## src/rtl/tcm_port_arbiter_pkg.sv

```systemverilog
// tcm_arb_pkg: shared types and constants for the TCM port arbiter.
// The FSM state encoding, the grant index values and the default geometry
// of the scratchpad port live here so the top, the arbiter sub-module and
// the master-side interface all agree on them.
package tcm_arb_pkg;

    // Sequencer states: accept a request, drive the SRAM for one cycle,
    // then return the response.
    typedef enum logic [1:0] {
        IDLE  = 2'd0,
        ISSUE = 2'd1,
        WAIT  = 2'd2
    } state_t;

    // Grant index values (also used for the last_grant register).
    localparam logic GNT_M0 = 1'b0;
    localparam logic GNT_M1 = 1'b1;

    // Default scratchpad geometry.
    localparam int DEFAULT_DATA_WIDTH = 32;
    localparam int DEFAULT_N_ENTRIES  = 1024;

endpackage : tcm_arb_pkg

```

## src/rtl/tcm_port_arbiter_if.sv

```systemverilog
// tcm_port_arbiter_if: one master's request/response bundle towards the
// TCM port arbiter. A master holds req with a stable command until it sees
// a one-cycle ready; rdata is meaningful only while ready is high.
interface tcm_port_arbiter_if
    import tcm_arb_pkg::*;
#(
    parameter int DATA_WIDTH = DEFAULT_DATA_WIDTH,
    parameter int ADDR_WIDTH = $clog2(DEFAULT_N_ENTRIES)
) ();

    logic                    req;
    logic                    we;
    logic [DATA_WIDTH/8-1:0] be;
    logic [ADDR_WIDTH-1:0]   addr;
    logic [DATA_WIDTH-1:0]   wdata;
    logic [DATA_WIDTH-1:0]   rdata;
    logic                    ready;

    // Requesting side (core data port or DMA/boot loader).
    modport master (
        output req, we, be, addr, wdata,
        input  rdata, ready
    );

    // Arbiter side.
    modport slave (
        input  req, we, be, addr, wdata,
        output rdata, ready
    );

endinterface : tcm_port_arbiter_if

```

## src/rtl/tcm_port_arbiter_rr_arb2.sv

```systemverilog
// tcm_rr_arb2: combinational two-way winner select for the TCM port arbiter.
// Default build: round-robin, the master that was not granted last wins a
// tie, so neither side can starve.
// With TCM_ARB_FIXED_PRIO_EN defined: M0 (core) always beats M1 (DMA) and
// last_grant is ignored; M1 may starve while M0 keeps requesting.
module tcm_rr_arb2
    import tcm_arb_pkg::*;
(
    input  logic [1:0] req_i,
    input  logic       last_grant_i,
    output logic       gnt_valid_o,
    output logic       gnt_idx_o
);

`ifdef TCM_ARB_FIXED_PRIO_EN
    // last_grant has no meaning under fixed priority.
    logic unused_last_grant;
    assign unused_last_grant = last_grant_i;

    // Fixed priority: M1 only wins when M0 is not requesting.
    always_comb begin
        gnt_valid_o = |req_i;
        gnt_idx_o   = GNT_M0;
        if (!req_i[0] && req_i[1]) begin
            gnt_idx_o = GNT_M1;
        end
    end
`else
    // Round-robin: a lone requester wins, a tie goes to the non-last master.
    always_comb begin
        gnt_valid_o = |req_i;
        gnt_idx_o   = GNT_M0;
        unique case (req_i)
            2'b10:   gnt_idx_o = GNT_M1;
            2'b11:   gnt_idx_o = ~last_grant_i;
            default: gnt_idx_o = GNT_M0;
        endcase
    end
`endif

endmodule : tcm_rr_arb2

```

## src/rtl/tcm_port_arbiter.sv

```systemverilog
// tcm_port_arbiter: arbiter and sequencer for one port of the dual-port TCM
// scratchpad. Two held-valid masters (M0 core, M1 DMA/boot loader) share the
// port; one access is issued every three cycles (IDLE -> ISSUE -> WAIT).
// SRAM-side command outputs and the ready pulses are registered; read data
// is routed straight from the SRAM's registered output during WAIT and is
// forced to zero whenever the matching ready is low.
// Optional build macro: TCM_ARB_FIXED_PRIO_EN (fixed M0 priority, see
// tcm_rr_arb2). DATA_WIDTH must be a multiple of 8.
module tcm_port_arbiter
    import tcm_arb_pkg::*;
#(
    parameter  int DATA_WIDTH = DEFAULT_DATA_WIDTH,
    parameter  int N_ENTRIES  = DEFAULT_N_ENTRIES,
    localparam int ADDR_WIDTH = $clog2(N_ENTRIES),
    localparam int BE_WIDTH   = DATA_WIDTH / 8
) (
    input  logic                  clk_i,
    input  logic                  rst_ni,

    tcm_port_arbiter_if.slave     m0_if,
    tcm_port_arbiter_if.slave     m1_if,

    output logic                  sram_en_o,
    output logic                  sram_we_o,
    output logic [BE_WIDTH-1:0]   sram_be_o,
    output logic [ADDR_WIDTH-1:0] sram_addr_o,
    output logic [DATA_WIDTH-1:0] sram_wdata_o,
    input  logic [DATA_WIDTH-1:0] sram_rdata_i,
    input  logic                  sram_ready_i
);

    state_t                state_q;
    logic                  grant_q;
    logic                  last_grant_q;

    logic                  sram_en_q;
    logic                  sram_we_q;
    logic [BE_WIDTH-1:0]   sram_be_q;
    logic [ADDR_WIDTH-1:0] sram_addr_q;
    logic [DATA_WIDTH-1:0] sram_wdata_q;

    // Remembers whether the in-flight access is a write, so read data can be
    // suppressed during a write's WAIT cycle even after sram_we_o has dropped.
    logic                  cmd_we_q;

    logic                  m0_ready_q;
    logic                  m1_ready_q;

    logic                  gnt_valid;
    logic                  gnt_idx;

    logic                  cmd_we_d;
    logic [BE_WIDTH-1:0]   cmd_be_d;
    logic [ADDR_WIDTH-1:0] cmd_addr_d;
    logic [DATA_WIDTH-1:0] cmd_wdata_d;

    logic [DATA_WIDTH-1:0] m0_rdata_d;
    logic [DATA_WIDTH-1:0] m1_rdata_d;

    // Winner select; requests are only acted on while the FSM is in IDLE.
    tcm_rr_arb2 u_arb (
        .req_i        ({m1_if.req, m0_if.req}),
        .last_grant_i (last_grant_q),
        .gnt_valid_o  (gnt_valid),
        .gnt_idx_o    (gnt_idx)
    );

    // Select the winning master's command for capture into the SRAM registers.
    always_comb begin
        cmd_we_d    = m0_if.we;
        cmd_be_d    = m0_if.be;
        cmd_addr_d  = m0_if.addr;
        cmd_wdata_d = m0_if.wdata;
        if (gnt_idx == GNT_M1) begin
            cmd_we_d    = m1_if.we;
            cmd_be_d    = m1_if.be;
            cmd_addr_d  = m1_if.addr;
            cmd_wdata_d = m1_if.wdata;
        end
    end

    // Sequencer FSM with registered SRAM command and ready pulses; last_grant
    // records the most recent winner, which drives round-robin tie-breaking.
    always_ff @(posedge clk_i or negedge rst_ni) begin
        if (!rst_ni) begin
            state_q      <= IDLE;
            grant_q      <= GNT_M0;
            last_grant_q <= GNT_M1;
            sram_en_q    <= 1'b0;
            sram_we_q    <= 1'b0;
            sram_be_q    <= '0;
            sram_addr_q  <= '0;
            sram_wdata_q <= '0;
            cmd_we_q     <= 1'b0;
            m0_ready_q   <= 1'b0;
            m1_ready_q   <= 1'b0;
        end else begin
            m0_ready_q <= 1'b0;
            m1_ready_q <= 1'b0;
            unique case (state_q)
                IDLE: begin
                    if (gnt_valid) begin
                        state_q      <= ISSUE;
                        grant_q      <= gnt_idx;
                        last_grant_q <= gnt_idx;
                        sram_en_q    <= 1'b1;
                        sram_we_q    <= cmd_we_d;
                        sram_be_q    <= cmd_be_d;
                        sram_addr_q  <= cmd_addr_d;
                        sram_wdata_q <= cmd_wdata_d;
                        cmd_we_q     <= cmd_we_d;
                    end
                end
                ISSUE: begin
                    state_q    <= WAIT;
                    sram_en_q  <= 1'b0;
                    sram_we_q  <= 1'b0;
                    m0_ready_q <= (grant_q == GNT_M0);
                    m1_ready_q <= (grant_q == GNT_M1);
                end
                WAIT: begin
                    state_q <= IDLE;
                end
                default: begin
                    state_q   <= IDLE;
                    sram_en_q <= 1'b0;
                    sram_we_q <= 1'b0;
                end
            endcase
        end
    end

    // Route SRAM read data to the master being answered; zero otherwise and
    // for writes.
    always_comb begin
        m0_rdata_d = '0;
        m1_rdata_d = '0;
        if (m0_ready_q && !cmd_we_q) begin
            m0_rdata_d = sram_rdata_i;
        end
        if (m1_ready_q && !cmd_we_q) begin
            m1_rdata_d = sram_rdata_i;
        end
    end

    assign m0_if.ready  = m0_ready_q;
    assign m1_if.ready  = m1_ready_q;
    assign m0_if.rdata  = m0_rdata_d;
    assign m1_if.rdata  = m1_rdata_d;

    assign sram_en_o    = sram_en_q;
    assign sram_we_o    = sram_we_q;
    assign sram_be_o    = sram_be_q;
    assign sram_addr_o  = sram_addr_q;
    assign sram_wdata_o = sram_wdata_q;

    // The SRAM must have its data ready whenever we hand it back to a master.
    wait_sram_ready_a : assert property (
        @(posedge clk_i) disable iff (!rst_ni)
        (state_q == WAIT) |-> sram_ready_i
    );

endmodule : tcm_port_arbiter
```

## src/flat_wrapper.sv

```systemverilog
// flat-port wrapper written by rule: the top's interface ports become plain ports
module tcm_port_arbiter_flat import tcm_arb_pkg::*;
#(
    parameter  int DATA_WIDTH = DEFAULT_DATA_WIDTH,
    parameter  int N_ENTRIES  = DEFAULT_N_ENTRIES,
    localparam int ADDR_WIDTH = $clog2(N_ENTRIES),
    localparam int BE_WIDTH   = DATA_WIDTH / 8
)
  (clk_i, rst_ni, sram_en_o, sram_we_o, sram_be_o, sram_addr_o, sram_wdata_o, sram_rdata_i, sram_ready_i, m0_if_req, m0_if_we, m0_if_be, m0_if_addr, m0_if_wdata, m0_if_rdata, m0_if_ready, m1_if_req, m1_if_we, m1_if_be, m1_if_addr, m1_if_wdata, m1_if_rdata, m1_if_ready);
  tcm_port_arbiter_if #(.DATA_WIDTH(DATA_WIDTH)) m0_if_i ();
  tcm_port_arbiter_if #(.DATA_WIDTH(DATA_WIDTH)) m1_if_i ();
  input  logic clk_i;
  input  logic rst_ni;
  output logic sram_en_o;
  output logic sram_we_o;
  output logic [BE_WIDTH-1:0] sram_be_o;
  output logic [ADDR_WIDTH-1:0] sram_addr_o;
  output logic [DATA_WIDTH-1:0] sram_wdata_o;
  input  logic [DATA_WIDTH-1:0] sram_rdata_i;
  input  logic sram_ready_i;
  input wire logic [$bits(m0_if_i.req)-1:0] m0_if_req;
  input wire logic [$bits(m0_if_i.we)-1:0] m0_if_we;
  input wire logic [$bits(m0_if_i.be)-1:0] m0_if_be;
  input wire logic [$bits(m0_if_i.addr)-1:0] m0_if_addr;
  input wire logic [$bits(m0_if_i.wdata)-1:0] m0_if_wdata;
  output wire logic [$bits(m0_if_i.rdata)-1:0] m0_if_rdata;
  output wire logic [$bits(m0_if_i.ready)-1:0] m0_if_ready;
  input wire logic [$bits(m1_if_i.req)-1:0] m1_if_req;
  input wire logic [$bits(m1_if_i.we)-1:0] m1_if_we;
  input wire logic [$bits(m1_if_i.be)-1:0] m1_if_be;
  input wire logic [$bits(m1_if_i.addr)-1:0] m1_if_addr;
  input wire logic [$bits(m1_if_i.wdata)-1:0] m1_if_wdata;
  output wire logic [$bits(m1_if_i.rdata)-1:0] m1_if_rdata;
  output wire logic [$bits(m1_if_i.ready)-1:0] m1_if_ready;
  assign m0_if_i.req = m0_if_req;
  assign m0_if_i.we = m0_if_we;
  assign m0_if_i.be = m0_if_be;
  assign m0_if_i.addr = m0_if_addr;
  assign m0_if_i.wdata = m0_if_wdata;
  assign m0_if_rdata = m0_if_i.rdata;
  assign m0_if_ready = m0_if_i.ready;
  assign m1_if_i.req = m1_if_req;
  assign m1_if_i.we = m1_if_we;
  assign m1_if_i.be = m1_if_be;
  assign m1_if_i.addr = m1_if_addr;
  assign m1_if_i.wdata = m1_if_wdata;
  assign m1_if_rdata = m1_if_i.rdata;
  assign m1_if_ready = m1_if_i.ready;
  tcm_port_arbiter #(.DATA_WIDTH(DATA_WIDTH), .N_ENTRIES(N_ENTRIES)) u_core (.clk_i(clk_i), .rst_ni(rst_ni), .m0_if(m0_if_i), .m1_if(m1_if_i), .sram_en_o(sram_en_o), .sram_we_o(sram_we_o), .sram_be_o(sram_be_o), .sram_addr_o(sram_addr_o), .sram_wdata_o(sram_wdata_o), .sram_rdata_i(sram_rdata_i), .sram_ready_i(sram_ready_i));
endmodule
```

## config.mk

```make
export PLATFORM = sky130hd
export DESIGN_NAME = tcm_port_arbiter_flat
export DESIGN_NICKNAME = d
export VERILOG_FILES = /design/src/rtl/tcm_port_arbiter_pkg.sv /design/src/rtl/tcm_port_arbiter_if.sv /design/src/rtl/tcm_port_arbiter_rr_arb2.sv /design/src/rtl/tcm_port_arbiter.sv /design/src/flat_wrapper.sv
export SDC_FILE = /design/constraint.sdc
export NUM_CORES = 1
export LEC_CHECK = 0
export BUFFER_PORTS_ARGS = -buffer_cell sky130_fd_sc_hd__buf_2
export CELL_PAD_IN_SITES_DETAIL_PLACEMENT = 0
export CELL_PAD_IN_SITES_GLOBAL_PLACEMENT = 2
export CORE_MARGIN = 2
export CORE_UTILIZATION = 22
export DETAILED_ROUTE_END_ITERATION = 6
export GPL_ROUTABILITY_DRIVEN = 0
export HOLD_SLACK_MARGIN = 0.03
export PLACE_DENSITY = 0.83
export SLEW_MARGIN = 10
export SYNTH_ARGS = -nofsm -noshare
export SYNTH_HDL_FRONTEND = slang
export SYNTH_HIERARCHICAL = 1
export SYNTH_SLANG_ARGS = --single-unit
```

## constraint.sdc

```tcl
create_clock -name clk_i -period 3.2 [get_ports clk_i]
set_input_delay 0.48 -clock clk_i [delete_from_list [all_inputs] [get_ports clk_i]]
set_output_delay 0.48 -clock clk_i [all_outputs]
set_load 0.005 [all_outputs]
```

==> impl.org <==
** Yosys
- The Yosys step of the flow raised 6 warnings.
- Cell accounting for the most synthesized area :: dfrtp_1
- When the netlist entered floorplanning its net count stood at between 400 and 500.
- The average instance in the mapped netlist occupies 10.0 um2.
- Gate Count Post-Synth :: 301
- Area fraction of the dominant cell type after synthesis :: 44.8%
- The netlist uses 21 different library cells.
- Post-synthesis instance area :: 3020 um2
- Synthesized flop and latch total :: 55
- Dominant cells by area after synthesis :: dfrtp_1, mux2i_1, and2_1
- Sequential elements use 45.7% of the synthesized area.

** Pwr
- The clock network is responsible for 19.1% of the overall power.
- P_sw :: 1.21 mW
- Power share of the combinational group :: 44.0%
- Max VDD drop :: 0.340 mV
- Internal power :: 2.09 mW
- The analysis attributes to cell leakage a power of 2.41 nW.
- Flop pwr share :: between 30 and 40%
- Switching portion of total power :: 36.6%
- For this design the ratio of total power to cell area is 729 nW/um2.

** Worst setup path
- Slowest-stage cell, CP :: dfrtp_1
- Arrival time of data at the critical path endpoint :: ~1.3 ns
- Cell type group with the largest total delay on the critical path :: flip-flops
- Reg-to-reg slack, setup :: 1.65 ns
- The setup path with the least slack is of type flop to output port.
- Data on the critical path is required at its endpoint by 2.72 ns.
- Crit path largest cell delay :: between 0.3 and 0.4 ns
- Ordered cell list for the critical path :: nor2b_1, buf_4, and2_1, buf_2
- The critical path contains buffers and inverters numbering 2 combined.
- Kind of end point of the critical path :: output port
- The worst setup path is launched from a flop.
- Of all nets on the critical path, the largest fanout is 32.

** Cells and area
- Top library cells by usage in the layout, fill and taps aside :: buf_2, and2_1, dfrtp_1, nor2_1, mux2i_1
- Layout cell share with drive strength beyond 1 :: 52.3%
- Share of the core filled with cells :: 34.0%
- The number of antenna diodes in the final layout is 0.
- Compared with the post-synthesis result, the final layout area differs by 50.0%.
- Final net count :: 665
- Most common cell after layout, fill and taps aside :: buf_2

** Global route
- GRT met2 Usage :: between 20% and 30%
- Met3 usage in global routing :: 3.48%
- Global routing used 11.5% of the available tracks.
- Pin count of the biggest net entering global routing :: 99
- The first global-routing pass estimated 13,400 um of wire.
- Most used routing layer in global routing :: met2
- GRT Residual Overflow :: 0
- Met1 track demand over resource :: 12.2%
- The number of antenna violations at the first check in global routing is 0.
- Via count of the first global-routing pass :: 2,781

** STA
- Worst clock skew :: 0.0111 ns
- Setup repair after global routing left no endpoint under its margin.
- Final hold analysis gives a worst-case slack of 0.216 ns.
- Setup violations remaining at the end of the flow were counted as 0.
- For the pin with the worst max-slew slack, the measured transition is 0.676 ns.
- In this run the tightest slew margin relative to its limit is 54.9%.
- Adding up every negative setup slack in the final design gives 0 ns.
- Final hold violation count :: 0
- The final count of pins violating max slew came to 0.
- Time the final worst path needs with I/O delays and setup :: 1.81 ns
- Final clock period utilization by the worst path :: around 57%
- F_max :: around 550 MHz

** Drt
- Via density per instance :: 4.11
- Detailed routing inserted a total of 2,925 vias.
- DRC marker count from the first detailed-route iteration :: 82
- The count of nets left with antenna violations once routing finished came out at 0.
- After detailed routing, the average wire length per cell comes to roughly 12 um.
- First-pass detailed-route iteration total :: 4
- For this run, design rule violations remaining after detail routing come to 0.
- Detailed-route wire length :: between 8000 and 9000 um

** Job
- The tool flagged a number of max-cap violations equal to 0.

** Clock tree
- The longest clock path from root to sink contains 2 buffers.
- CTS buffer count :: 5
- CTS Hold Bufs :: 0
- CTS clock-pin slew for the worst setup and hold paths :: 0.08 ns
- Clock Sinks :: 55
- In this run the post-CTS setup repair buffer count came out at 0.
- Number of gates resized after CTS :: 0
- TritonCTS built the clock tree.
- Clock tree root driver cell :: clkbuf_16
- Clock H-tree levels :: 2
- Clock latency on the worst-skew pair, taken at its later pin, is 0.29 ns.

** Floorplanning
- The floorplan has 42 rows.
- In this run the standard cell core region covers 13,300 um2.
- The die covers 14,700 um2.
- Boundary pin count :: 245
- In this run the vertical extent of the chip is roughly 120 um.
- Starting density of the core :: 22.7%
- In this run the horizontal extent of the chip is 121 um.

** Place
- Post-DP HPWL :: 7020 um
- Port buffer count :: 243

** Status
- The flow ran to the end, and the final reports show no timing, DRC or antenna violations.

** Worst hold path
- Min-delay worst type :: input port to asynchronous set/reset pin
## worst paths after layout
kind,cells after the start,from,endpoint
setup reg to reg,4,u_core/last_grant_q,u_core/sram_we_o
setup / recovery,4,u_core/cmd_we_q,m0_if_rdata[13]
min in group clk_i,1,u_core/grant_q,u_core/m1_if.ready
hold / removal,1,rst_ni,u_core/sram_addr_o[9]
max in group asynchronous,2,rst_ni,u_core/sram_wdata_o[25]
hold reg to reg,1,u_core/grant_q,u_core/m1_if.ready
## per-stage QoR
step / power, mW / cells / area (um2) / worst slack, ns
global placement: 2.68 / 703 / 4350 / 1.42
finish: 3.30 / 711 / 4520 / 1.39
global route: 3.60 / 711 / 4520 / 1.27
CTS: 3.37 / 711 / 4520 / 1.37
floorplan: 2.12 / 301 / 3020 / 1.76
detailed placement: 2.72 / 703 / 4350 / 1.37
## kinds of logic (layout without fill, tap and decap cells)
logic type	count (synthesis)	count (layout)	share of synthesized area [%]
and+or+nand+nor	123	123	21.5
AOI/OAI and AO/OA	51	51	11.1
buffers and inverters	25	259	6.10
muxes	47	47	15.6
DFF	55	55	45.7
## cell usage after synthesis, drive strengths merged
cell type / number
mux2i: 47
buf: 15
nand2: 1
a21oi: 47
a21boi: 1
dfstp: 1
nor2b: 4
clkbuf: 8
or2: 1
nor2: 50
inv: 2
nor3b: 1
dfrtp: 54
and2: 66
a211oi: 1
o21ai: 2
## cell type report
class | instances | area, um2
Multi-Input combinational cell | 221 | 1470
Clock inverter | 3 | 46.3
Sequential cell | 55 | 1380
Clock buffer | 5 | 125
Timing Repair Buffer | 249 | 1270
Tap cell | 176 | 220
Fill cell | 1399 | 8770
Inverter | 2 | 7.51
## per-layer routing
layer / wire, um / part of all wire, %
met5: 0 / 0
met4: 123 / 1.4
met3: 937 / 11
met2: 4450 / 51
met1: 3260 / 37
## sequential cells by signal (all words and copies together), names as in the netlist
name / count
u_core/m0_if.ready: 1
u_core/sram_wdata_o: 32
u_core/sram_we_o: 1
u_core/sram_en_o: 1
u_core/grant_q: 1
u_core/sram_be_o: 4
u_core/last_grant_q: 1
u_core/state_q: 2
u_core/cmd_we_q: 1
u_core/sram_addr_o: 10
u_core/m1_if.ready: 1
## power groups by stage
stage | Combinational [mW] | Sequential [mW] | Clock, mW
3_3_place_gp | 1.47 | 1.21 | 0
4_1_cts | 1.49 | 1.22 | 0.659
5_1_grt | 1.65 | 1.27 | 0.690
3_5_place_dp | 1.49 | 1.23 | 0
6_report | 1.45 | 1.21 | 0.630
2_1_floorplan | 0.876 | 1.25 | 0
(Power assumes the default switching activity.)
